<file path="src/rtl/divu_remu_seq.sv">
// Multi-cycle 64-bit unsigned DIVU/REMU unit: one restoring shift-compare-subtract
// step per cycle, with an optional one-cycle short-circuit for divide-by-zero.

module set_less_than_unsigned (
  input  logic [63:0] a_i,
  input  logic [63:0] b_i,
  output logic        lt_o
);
  assign lt_o = (a_i < b_i);
endmodule

// Handshake: start is accepted only on an edge where ready=1 and kill=0; the
// result is valid for exactly the single cycle in which done=1 and is then held
// on result until the next operation completes.
module divu_remu_seq #(
  parameter bit ZERO_FAST = 1'b1
) (
  input  logic        clk,
  input  logic        rst,
  input  logic        start,
  input  logic        kill,
  input  logic        is_rem,
  input  logic [63:0] dividend,
  input  logic [63:0] divisor,
  output logic        ready,
  output logic        busy,
  output logic        done,
  output logic [63:0] result,
  output logic [1:0]  dbg_state
);

  typedef enum logic [1:0] {
    S_IDLE = 2'd0,
    S_RUN  = 2'd1,
    S_DONE = 2'd2
  } state_e;

  state_e      state_q, state_d;
  logic [63:0] quo_q, quo_d;
  logic [64:0] rem_q, rem_d;
  logic [63:0] div_q, div_d;
  logic        is_rem_q, is_rem_d;
  logic [5:0]  count_q, count_d;
  logic [63:0] result_q, result_d;

  logic [64:0] s;
  logic        lt;
  logic        ge;
  logic [64:0] rem_step;
  logic [63:0] quo_step;

  // s[64] set means the shifted remainder already exceeds any 64-bit divisor.
  assign s = {rem_q[63:0], quo_q[63]};

  set_less_than_unsigned u_slt (
    .a_i  (s[63:0]),
    .b_i  (div_q),
    .lt_o (lt)
  );

  assign ge       = s[64] | ~lt;
  assign rem_step = ge ? (s - {1'b0, div_q}) : s;
  assign quo_step = {quo_q[62:0], ge};

  always_comb begin
    state_d  = state_q;
    quo_d    = quo_q;
    rem_d    = rem_q;
    div_d    = div_q;
    is_rem_d = is_rem_q;
    count_d  = count_q;
    result_d = result_q;
    case (state_q)
      S_IDLE: begin
        if (start && !kill) begin
          div_d    = divisor;
          is_rem_d = is_rem;
          quo_d    = dividend;
          rem_d    = '0;
          count_d  = 6'd63;
          state_d  = S_RUN;
          if (ZERO_FAST && (divisor == 64'd0)) begin
            quo_d    = '1;
            rem_d    = {1'b0, dividend};
            result_d = is_rem ? dividend : '1;
            state_d  = S_DONE;
          end
        end
      end
      S_RUN: begin
        quo_d   = quo_step;
        rem_d   = rem_step;
        count_d = count_q - 6'd1;
        if (count_q == 6'd0) begin
          result_d = is_rem_q ? rem_step[63:0] : quo_step;
          state_d  = S_DONE;
        end
      end
      S_DONE: begin
        state_d = S_IDLE;
      end
      default: begin
        state_d = S_IDLE;
      end
    endcase
    // A flushed operation must never publish a result.
    if (kill) begin
      state_d  = S_IDLE;
      result_d = result_q;
    end
  end

  always_ff @(posedge clk) begin
    if (rst) begin
      state_q  <= S_IDLE;
      quo_q    <= '0;
      rem_q    <= '0;
      div_q    <= '0;
      is_rem_q <= 1'b0;
      count_q  <= '0;
      result_q <= '0;
    end else begin
      state_q  <= state_d;
      quo_q    <= quo_d;
      rem_q    <= rem_d;
      div_q    <= div_d;
      is_rem_q <= is_rem_d;
      count_q  <= count_d;
      result_q <= result_d;
    end
  end

  assign ready     = (state_q == S_IDLE);
  assign busy      = (state_q == S_RUN) || (state_q == S_DONE);
  assign done      = (state_q == S_DONE);
  assign result    = result_q;
  assign dbg_state = state_q;

endmodule
</file>
<file path="config.mk">
export PLATFORM = sky130hd
export DESIGN_NAME = divu_remu_seq
export DESIGN_NICKNAME = d
export VERILOG_FILES = /design/src/rtl/divu_remu_seq.sv
export SDC_FILE = /design/constraint.sdc
export NUM_CORES = 1
export LEC_CHECK = 0
export CAP_MARGIN = 20
export CORE_MARGIN = 8
export CORE_UTILIZATION = 50
export DETAILED_ROUTE_END_ITERATION = 8
export PLACE_DENSITY = 0.81
export SYNTH_ARGS = -nofsm -noshare
export SYNTH_HDL_FRONTEND = slang
export SYNTH_SLANG_ARGS = --single-unit
</file>
<file path="constraint.sdc">
create_clock -name clk -period 3.64 [get_ports clk]
set_input_delay 0.546 -clock clk [delete_from_list [all_inputs] [get_ports clk]]
set_output_delay 0.546 -clock clk [all_outputs]
set_load 0.02 [all_outputs]
</file>
======== Yosys cells after proc, flatten, opt, wreduce, memory -nomap -nowiden ========
Index checks and enable logic that the tools add are counted.
operators by class
  add/sub/neg operators ................... 2
  magnitude comparators ................... 1
  equality and inequality tests ........... 5
  mux-type cells .......................... 19
  bitwise logic cells ..................... 3
  reduce and logical (&&, ||, !) cells .... 12
operators with widths
  kind                                                                 count
  64-bit 2-to-1 mux                                                    10
  64-bit one-hot mux with 2 select lines                               3
  64-bit zero test                                                     1
  64-bit less-than comparator                                          1
  64-bit subtractor                                                    1
  6-bit one-hot mux with 2 select lines                                1
  6-bit zero test                                                      1
  2-bit 2-to-1 mux                                                     3
  6-bit 2-to-1 mux                                                     1
  2-bit AND reduction                                                  3
  6-bit by 1-bit subtractor with 6-bit output (second input constant)  1
  5-bit AND reduction                                                  1
  2-bit by 1-bit != test with 1-bit output (second input constant)     2
  2-bit one-hot mux with 2 select lines                                1
  2-bit by 1-bit == test with 1-bit output (second input constant)     1
  2-bit == test (second input constant)                                1
  2-bit zero test                                                      1
  2-bit != test (second input constant)                                1
  1-bit NOT                                                            2
  2-bit nonzero test                                                   1
  2-bit OR reduction                                                   1
  1-bit logical AND                                                    1
  1-bit zero test                                                      1
  1-bit logical OR                                                     1
  1-bit OR                                                             1
word-level totals
  bits in registers ....................... 265
  input bits .............................. 133
  logic and storage cells ................. 49

======== Logic depth before layout (Yosys ltp) ========
  word-level depth ........................ 7
  depth in mapped cells ................... 16
  depth with buffers taken out ............ 13

======== Hierarchy ========
Synthesis repeated with hierarchy kept, for this count alone.
second synthesis, totals
  cells, all modules ...................... 2473
  area, all modules ....................... 18063.6 um^2
modules (own cells, without submodules)
  module                  instances  cells each  area each (um^2)
  divu_remu_seq           1          2246        16478.3
  set_less_than_unsigned  1          227         1585.3

======== Worst setup path before layout ========
No wires, ideal clock.
  path type ............................... register to register
  from .................................... register quo_q[63]
  to ...................................... register rem_q[11]
  library setup time ...................... 0.132 ns
  data arrival time ....................... 3.084 ns
  data required time ...................... 3.508 ns
  slack ................................... 0.424 ns
  stages on the path, launching flop included .. 16
  clock period less this slack ............ 3.216 ns
  cell sequence ........................... dfxtp_1 -> inv_1 -> ha_1 -> fa_1 -> nand2b_1 -> a21oi_1 -> o211ai_1 -> a211oi_2 -> nor3_2 -> o21bai_4 -> and2_4 -> buf_6 -> buf_8 -> mux2_4 -> a221oi_1 -> nor3_1
between the ends
  longest elaborated chain between the ends .. 5
  elaborated cells on any way between the ends .. 6
  classes of those cells .................. add/sub (1); order compare (1); mux (2); bitwise (2)
ends and longest elaborated chain
  what                                        RTL line  RTL
  start, declared                             39        logic [63:0] quo_q, quo_d;
  start signal, assigned                      124       quo_q <= quo_d;
  64-bit less-than comparator                 9         assign lt_o = (a_i < b_i);
  1-bit NOT                                   61        assign ge = s[64] | ~lt;
  1-bit OR                                    61
  64-bit 2-to-1 mux (*)                       62        assign rem_step = ge ? (s - {1'b0, div_q}) : s;
  64-bit one-hot mux with 2 select lines (*)  73        case (state_q)
  end signal, assigned                        125       rem_q <= rem_d;
  end, declared                               40        logic [64:0] rem_q, rem_d;
Mark *: on every way between the ends. The rest lies on a longest branch, timed or not.
A chain may end at the register's enable or synchronous reset.

======== Final worst setup path ========
  from .................................... register rem_q[22]
  to ...................................... register rem_q[7]
between the ends
  longest elaborated chain between the ends .. 5
ends and longest elaborated chain
  what                                    RTL line
  64-bit less-than comparator             9
  1-bit NOT                               61
  1-bit OR                                61
  64-bit 2-to-1 mux                       62
  64-bit one-hot mux with 2 select lines  73
Every way passes these cells.

==> summary.md <==
| Metric | Value |
|---|---|
| Synth Area in Adders | `5.18%` |
| Status | `finished, final reports clean` |
| # port buffers | `201` |
| GRT Overall Usage | `30.6%` |
| Worst slew margin | `34.3%` |
| DR iter-0 viols | `2545` |
| Synth async-reset ratio | `0%` |
| Synth Instances | `2245` |
| Synth Net Count | `2448` |
| # rows | `67` |
| GRT met3 Usage | `9.05%` |
| Starting density of the core | `50.9%` |
| Fmax | `286 MHz` |
| Core Footprint | `33500 µm²` |
| Critical path fanouts, max | `16` |
| CTS Buf Count | `28` |
| Avg Cell Area, Syn | `7.60 µm²` |
| Routability cong. | `0.987` |
| Count of final setup violators | `0` |
| Initial antenna violation count | `0` |
| Die height | `201 µm` |
| Hold Path Class | `input pin to register` |
| Synth cell types | `83` |
| Full die area | `40300 µm²` |
| First-pass GRT wire length | `100000 µm` |
| Peak VDD IR | `0.000361 V` |
| Count of pins over their slew limit | `0` |
| Worst Hold Slack | `0.385 ns` |
| Busiest layer in global routing | `met1` |
| Critical R2R Launch | `rem_q[22]` |
| CTS Hold Bufs | `0` |
| Worst slew pin tran | `0.982 ns` |
| R2R Setup Slk | `0.14 ns` |
| Min-Delay Startpoint | `rst` |
| Ys flop type | `dfxtp_1` |
| Worst R2R Path Depth | `12` |
| Post-layout min period | `3.50 ns` |
| Proportion of layout cells with a drive suffix above 1 | `10.1%` |
| DRT Pass-1 Iters | `6` |
| CTS tree | `yes` |
| Crit path kind | `register to register` |
| Clock Pin Slew Worst Setup and Hold Paths | `0.07 ns` |
| XOR/XNOR share of the synthesized area | `2.98%` |
| Post-synthesis compound-gate area fraction | `28.5%` |
| EDFF count, synth | `0` |
| CP Capture Type | `register` |
| Vias/cell | `6.41` |
| CTS Root Cell | `clkbuf_16` |
| # IOs | `202` |
| Final HPWL DP | `48800 µm` |
| Grt met1 use | `44.1%` |
| Largest family of logic cells by synthesized area | `compound AO/OA/AOI/OAI gates` |
| # diodes | `0` |
| Setup crit start | `rem_q[22]` |
| Crit path to | `rem_q[7]` |
| # H-tree levels | `1` |
| Vias in the first global route | `17100` |
| Syn-to-layout area delta | `22.8%` |
| GRT overflow | `0` |
| Hold Vio Cnt, Final | `0` |
| Max-Cap Viols | `0` |
| GRT met2 Usage | `43.5%` |
| Final #Nets | `2614` |
| Routed Antenna Nets | `0` |
| CP Data Required Time | `4.05 ns` |
| Setup_tns | `0 ns` |
| WP data arrival | `3.90 ns` |
| Reg2reg end | `rem_q[7]` |
| Sequential fraction of the synthesis area | `31.1%` |
| #FFs+latches synth | `265` |
| Drc violations | `0` |
| Die W | `201 µm` |
| Unrepaired setup endpoints after global routing | `no` |
| Netlist Area Pre-Place | `17100 µm²` |
| Power Dens Cells | `459 nW/µm²` |
| Simple-gate share of the synthesized area | `20.1%` |
| Worst Clk Skew | `0.0227 ns` |
| Clk_lat worst skew | `0.56 ns` |
| Vias after detailed routing | `18500` |
| CTS Buffer Depth | `3` |
| Clock Sinks | `265` |
| Part of the cycle the worst path needs | `96.1%` |
| Leakage power | `7.84 nW` |
| Startpoint Class | `register` |
| Final WL | `65300 µm` |
| Wirelength per Cell | `22.7 µm` |
| Pin count of the biggest net entering global routing | `153` |
| Post-synthesis mux area share | `5.72%` |
| Yosys warns | `0` |
## layout make-up
cell class              count  area (µm²)
repair buffers            310        2960
clock inverters            12         141
multi-input cells        1708       10800
inverters                  98         368
fillers                  2965       12600
flip-flops and latches    265        5310
clock buffers              40         817
well taps                 448         561
## sequential cells by signal (all words and copies together), names as in the netlist
| signal | count |
|---|---|
| is_rem_q | 1 |
| quo_q | 64 |
| dbg_state | 2 |
| div_q | 64 |
| rem_q | 64 |
| result | 64 |
| count_q | 6 |
## logic make-up (layout without fill, tap and decap cells)
kind of cell	after synthesis	count (layout)
AOI/OAI and AO/OA	734	734
adders and majority gates	70	70
DFF	265	265
buffers and inverters	272	460
muxes	91	91
xor gates and xnor gates	58	58
and+or+nand+nor	755	755
## placed cells by master (no fill, tap or decap), types with 20 or more instances in the layout
cell type        netlist  routed
nand2_1              285     285
a21oi_1              279     275
dfxtp_1              265     264
clkdlybuf4s50_1        0     200
nor2_1               180     179
buf_4                  1      99
inv_1                 98      98
nor3_1                97      97
o21ai_0               95      92
ha_1                  69      67
mux2i_1               63      62
nand3_1               41      41
a311oi_1              40      40
nor2b_1               39      39
xnor2_1               40      39
a221oi_1              40      35
a21o_1                31      31
o221ai_1              30      30
clkbuf_16              0      29
o21bai_1              26      26
a31oi_1               25      25
nor4_1                23      22
nand4_1               20      20
o211ai_1              20      20
mux2_2                20      20
## routing by layer
| metal | routed length, µm | vias up | part of all wire (%) |
|---|---|---|---|
| met4 | 1860 | 0 | 2.8 |
| li1 | - | 8498 | - |
| met2 | 26400 | 1210 | 40 |
| met1 | 27900 | 8625 | 43 |
| met3 | 9120 | 137 | 14 |
| met5 | 0 | - | 0 |
## what timing repair did
item	4_1_cts	5_1_grt
resized for setup	0	15
buffers inserted	0	2
endpoints found under the setup margin	0	16
## synth_stat cells (all sizes together) (39+ instances only)
library cell,instances,area share (%)
a221oi,44,2.4
mux2i,63,3.7
nor2,180,4.0
nand2,285,6.3
a311oi,41,2.1
clkbuf,137,3.0
nand3,41,1.2
inv,98,2.2
ha,69,5.1
xnor2,40,2.1
a21oi,281,8.3
nor2b,39,1.4
o21ai,102,3.0
nor3,100,3.0
dfxtp,265,31
## critical path, stage by stage, from the launching register on
cell and delay (ns):
dfxtp_1 0.39, ha_1 0.45, nand4_1 0.24, nor4_2 0.35, nand3b_1 0.14, a211oi_2 0.28, nor3_2 0.14, o21bai_4 0.19
and2_4 0.25, buf_12 0.19, mux2_2 0.38, a221oi_2 0.24, nor3_1 0.10
## through the flow
step / total power (W) / setup slack, ns / cell area [µm²] / std cells / util [%]
after CTS: 0.00946 / 0.0768 / 20900 / 2879 / 62.2
after detailed placement: 0.00648 / 0.0808 / 19900 / 2827 / 59.4
final: 0.00961 / 0.141 / 20900 / 2881 / 62.5
after global placement: 0.00644 / 0.131 / 19900 / 2827 / 59.4
after floorplan: 0.00531 / 0.424 / 17100 / 2245 / -
after global routing: 0.00997 / 0.00713 / 20900 / 2881 / 62.5
## worst min path at each step
| stage | cells past startpoint | endpoint |
|---|---|---|
| 2_1_floorplan | 2 | div_q[10] |
| 3_3_place_gp | 2 | div_q[28] |
| 3_5_place_dp | 2 | div_q[48] |
| 4_1_cts | 2 | quo_q[50] |
| 5_1_grt | 2 | quo_q[50] |
| 6_report | 2 | quo_q[50] |
## power breakdown
part           total [W]  switching [W]  leakage [nW]  internal, W
logic            0.00341        0.00203          5.20      0.00138
registers        0.00319       0.000149          2.16      0.00304
clock network    0.00301        0.00124         0.474      0.00177
total            0.00961        0.00342          7.84      0.00619
(Power assumes the default switching activity.)
